File: src/rtl/uart_rx_fifo.sv
// Receive word buffer between the UART receiver and the command decoder: first-word-fall-through
// queue with overflow and framing-error status. UART_RX_FIFO_ALMOST_FULL_EN adds almost_full/high_water.
module uart_rx_fifo #(
  parameter int DEPTH        = 8,
  parameter int WIDTH        = 9,
  parameter int AFULL_THRESH = 6
) (
  input  logic                       clock,
  input  logic                       reset,
  input  logic [WIDTH-1:0]           rx_data,
  input  logic                       rx_done,
  input  logic                       rx_framing_error,
  output logic [WIDTH-1:0]           out_data,
  output logic                       out_valid,
  input  logic                       out_ready,
  output logic [$clog2(DEPTH):0]     count,
  output logic                       overflow,
  output logic [7:0]                 frame_err_cnt,
  input  logic                       clear_status
`ifdef UART_RX_FIFO_ALMOST_FULL_EN
  ,
  output logic                       almost_full,
  output logic [$clog2(DEPTH):0]     high_water
`endif
);

  localparam int AW = $clog2(DEPTH);
  localparam int CW = AW + 1;
  localparam logic [CW-1:0] FULL    = CW'(DEPTH);
  localparam logic [CW-1:0] CNT_ONE = CW'(1);
  localparam logic [AW-1:0] PTR_ONE = AW'(1);

  logic [WIDTH-1:0] mem [DEPTH];
  logic [AW-1:0]    wr_ptr;
  logic [AW-1:0]    rd_ptr;
  logic             fe_prev;
  logic             push;
  logic             pop;
  logic             ovf_evt;
  logic             fe_evt;

  assign out_valid = (count != '0);
  assign out_data  = mem[rd_ptr];

  // A full queue still accepts a word when the head leaves in the same cycle.
  assign pop     = out_valid & out_ready;
  assign push    = rx_done & ((count < FULL) | pop);
  assign ovf_evt = rx_done & (count == FULL) & ~pop;
  assign fe_evt  = rx_framing_error & ~fe_prev;

  always_ff @(posedge clock) begin
    if (!reset && push) begin
      mem[wr_ptr] <= rx_data;
    end
  end

  always_ff @(posedge clock) begin
    if (reset) begin
      wr_ptr <= '0;
      rd_ptr <= '0;
      count  <= '0;
    end else begin
      if (push) wr_ptr <= wr_ptr + PTR_ONE;
      if (pop)  rd_ptr <= rd_ptr + PTR_ONE;
      unique case ({push, pop})
        2'b10:   count <= count + CNT_ONE;
        2'b01:   count <= count - CNT_ONE;
        default: count <= count;
      endcase
    end
  end

  // A new event in the clearing cycle wins over the clear.
  always_ff @(posedge clock) begin
    if (reset) begin
      fe_prev       <= 1'b0;
      overflow      <= 1'b0;
      frame_err_cnt <= '0;
    end else begin
      fe_prev <= rx_framing_error;
      if (clear_status) begin
        overflow      <= ovf_evt;
        frame_err_cnt <= fe_evt ? 8'd1 : 8'd0;
      end else begin
        if (ovf_evt) overflow <= 1'b1;
        if (fe_evt && frame_err_cnt != 8'hFF) frame_err_cnt <= frame_err_cnt + 8'd1;
      end
    end
  end

`ifdef UART_RX_FIFO_ALMOST_FULL_EN
  assign almost_full = (count >= CW'(AFULL_THRESH));

  // Tracks registered count, so it trails a count change by one cycle.
  always_ff @(posedge clock) begin
    if (reset) begin
      high_water <= '0;
    end else if (clear_status) begin
      high_water <= count;
    end else if (count > high_water) begin
      high_water <= count;
    end
  end
`endif

endmodule

File: config.mk
export PLATFORM = sky130hd
export DESIGN_NAME = uart_rx_fifo
export DESIGN_NICKNAME = d
export VERILOG_FILES = /design/src/rtl/uart_rx_fifo.sv
export SDC_FILE = /design/constraint.sdc
export NUM_CORES = 1
export LEC_CHECK = 0
export CAP_MARGIN = 20
export CORE_UTILIZATION = 36
export CTS_BUF_LIST = sky130_fd_sc_hd__clkbuf_4
export DETAILED_ROUTE_END_ITERATION = 7
export GPL_TIMING_DRIVEN = 0
export SLEW_MARGIN = 15
export SYNTH_ARGS = -nofsm -noshare
export SYNTH_HDL_FRONTEND = slang
export SYNTH_SLANG_ARGS = --single-unit
File: constraint.sdc
create_clock -name clock -period 2.35 [get_ports clock]
set_input_delay 0.235 -clock clock [delete_from_list [all_inputs] [get_ports clock]]
set_output_delay 0.235 -clock clock [all_outputs]
set_load 0.02 [all_outputs]
==> key figures <==
STA
  – Layout Skew: 0.0194 ns
  – Final setup fails: 0
  – TNS Setup: 0 ns
  – Setup repair after global routing missed its margin: true
  – Final Cycle Share: 98.7%
  – Slew Limit Fails: 0
  – Maximum clock frequency: 0.431 GHz
  – Tmin final: 2.32 ns
  – Final Hold Vio Count: 0
  – Slew HR: 30.7%
  – Hold WS: 0.140 ns
  – Worst-Margin Slew: 1.04 ns

Critical path
  – Crit path buf inv count: 1
  – Crit-path leading delay family: simple AND/OR/NAND/NOR gates
  – Crit end category: register
  – Critical path fanouts, max: 6
  – Setup CP Type: register to register
  – R2r setup slk: 0.03 ns
  – Critical path arrival: 2.65 ns
  – Worst Reg2Reg Path Length in Cells: 7
  – Slowest-stage cell, CP: or4_4
  – Worst flop-to-flop path startpoint: count[2]
  – CP required: 2.68 ns
  – Setup crit start kind: register
  – CP peak stage delay: 0.57 ns
  – Cells along the critical path: or4_4 -> nand2_4 -> inv_4 -> ha_4 -> or3_1 -> o32ai_1 -> mux2_2
  – Critical R2R Capture: count[3]

Synthesis
  – Synth Instances: 235
  – Netlist cell types: 36
  – Sequential fraction of the synthesis area: 67.3%
  – Post-Synth Adder-Cell Area: 1.93%
  – Post-synth top flop: edfxtp_1
  – Post-synthesis mux area share: 15.8%
  – YS warnings: 0
  – Number of synthesized register bits: 95
  – Largest family of logic cells by synthesized area: multiplexers
  – Compound-Gate Fraction of Synth Area: 2.92%
  – Post-synthesis simple-gate area fraction: 8.76%
  – Mapped Nets: 256
  – Average size of a mapped cell: 16.6 µm²
  – Number of synthesized flops with an enable pin: 72
  – Async S/R FF share, synth: 0%
  – Synth Cell Area: 3900 µm²
  – XOR/XNOR share of the synthesized area: 1.80%

Clock network
  – Num CTS Buffers: 9
  – Worst-skew pair later-pin latency: 0.43 ns
  – CTS tree: built
  – Worst-path clk slew: 0.15 ns
  – CTS Buffer Depth: 2
  – Clock Sinks: 95
  – Root Driver: clkbuf_4
  – H-tree depth: 3

Routing
  – Starting DRT DRC Count: 95
  – Wire per inst: 17.1 µm
  – Vias per cell: 5.00
  – Detailed-route via count: 2,166
  – Drt first pass iters: 4
  – Drt drc: 0
  – Final WL: 7.42 mm
  – Post-route ant nets: 0

GRT
  – Vias in the first global route: 2,178
  – Largest net degree at the start of global routing: 16
  – GRT overflow: 0
  – Total GRT Usage: 14.0%
  – Global-route wire length before repair: 11.5 mm
  – Initial antenna violation count: 0

Outcome
  – Status: complete, no violations

Placed design
  – Placed instance area: 4480 µm²
  – IO Port Bufs: 36
  – HPWL after detailed placement: 4.55 mm
  – GP Congestion: 0.762

Die
  – Die ar.: 11,200 µm²
  – Initial Util: 37.4%
  – Rows: 37
  – Top Ports: 38
  – DIE HEIGHT: 106 µm
  – Chip Width: 106 µm
  – Core footprint: 10,400 µm²

Layout
  – N_diodes: 0
  – Share of layout cells above drive strength 1: 24.2%
  – Finished Cell Area: 4710 µm²
  – Final core area utilization: 45.2%
  – Commonest non-fill, non-tap cell in the layout: edfxtp_1
  – Synth-to-layout area growth: 20.9%
  – Final #Nets: 314
  – Most frequent cells in the layout: 72 x edfxtp_1, 27 x clkdlybuf4s50_1, 18 x dfxtp_1, 16 x nor2_1, 13 x mux4_1

Power
  – Sequential Power Share: 49.6%
  – Switching power: 1.10 mW
  – Switching Fraction: 27.6%
  – Maximum ir drop on the vdd rail: 0.621 mV
  – Comb power frac: 26.9%
  – Leak: 1.58 nW
  – Pwr Density: 846 nW/µm²
  – Int Pwr: 2.89 mW
  – Clock network fraction of total power: 23.6%

Min path
  – Hold path start: reset
  – Hold Path Sink: fe_prev
  – Hold WC Path Type: input pin to register
  – Hold path depth: 2

Flow run
  – MaxCap Viol Count: 0
## cells in the mapped netlist (4+ instances only)
master / instances / area (µm²)
edfxtp_1: 72 / 2160
dfxtp_1: 23 / 460
mux4_1: 18 / 473
nor2_1: 18 / 67.6
nand2_1: 12 / 45.0
mux2_2: 10 / 113
a21oi_1: 9 / 45.0
nand3_1: 9 / 45.0
xor2_1: 8 / 70.1
nor2b_1: 7 / 43.8
ha_1: 6 / 75.1
o21ai_0: 5 / 25.0
nand2b_1: 4 / 25.0
## repair_timing
action	4_1_cts	5_1_grt
cloned	0	1
pin swaps	0	5
setup buffers	6	2
resized for setup	44	12
hold buffers	0	0
setup endpoints to repair	10	15
## registers in the layout, summed over array words and instances, names as in the netlist, named ones only
register	cells
count	4
fe_prev	1
frame_err_cnt	8
mem	72
overflow	1
rd_ptr	3
wr_ptr	3
## power by group through the flow
| stage | registers (mW) | clock network [mW] | logic, mW |
|---|---|---|---|
| final | 1.98 | 0.939 | 1.07 |
| after global routing | 1.99 | 1.05 | 1.16 |
| after CTS | 1.97 | 0.975 | 1.01 |
| after detailed placement | 2.00 | 0 | 0.987 |
| after global placement | 2.00 | 0 | 0.965 |
| after floorplan | 2.02 | 0 | 0.623 |
## area by class of cell
cell class                 instances  area [µm²]
multi-input combinational        131        1260
timing repair buffer              48         430
sequential                        95        2630
fill                             940        5710
inverter                           2        10.0
buffer                             6        50.0
tap                              136         170
clock inverter                     6        86.3
clock buffer                       9        67.6
## per-layer routing
metal | global-route usage [%] | vias to the layer above | wire, µm
met4 | 3.87 | 0 | 26
met1 | 17.8 | 1064 | 3480
li1 | - | 1040 | -
met5 | 0 | - | 0
met2 | 23.1 | 60 | 3600
met3 | 4.29 | 2 | 310
## worst max-delay path by stage
stage                     startpoint         to  cells past startpoint
after global routing        count[2]   count[2]                     10
after global placement     out_ready  mem[1][6]                      5
after CTS                   count[3]   count[2]                     10
final                       count[2]   count[3]                      7
after floorplan             count[3]   count[2]                     10
after detailed placement   out_ready  mem[4][6]                      5
## cells by family after synthesis
| logic type | count (synthesis) |
|---|---|
| AO/OA/AOI/OAI | 20 |
| adder cells (fa/ha/maj) | 6 |
| AND/OR/NAND/NOR | 66 |
| flip-flops | 95 |
| XOR/XNOR | 8 |
| multiplexers | 31 |
| buffers and inverters | 9 |
## metrics by stage
stage	cells	setup slack [ns]	power, mW
6_report	433	0.0309	3.99
5_1_grt	433	-0.0835	4.19
4_1_cts	429	0.0212	3.95
3_5_place_dp	409	-0.318	2.99
3_3_place_gp	407	-0.644	2.97
2_1_floorplan	235	0.0142	2.64
Note: power is estimated with default switching activity, not from simulation.
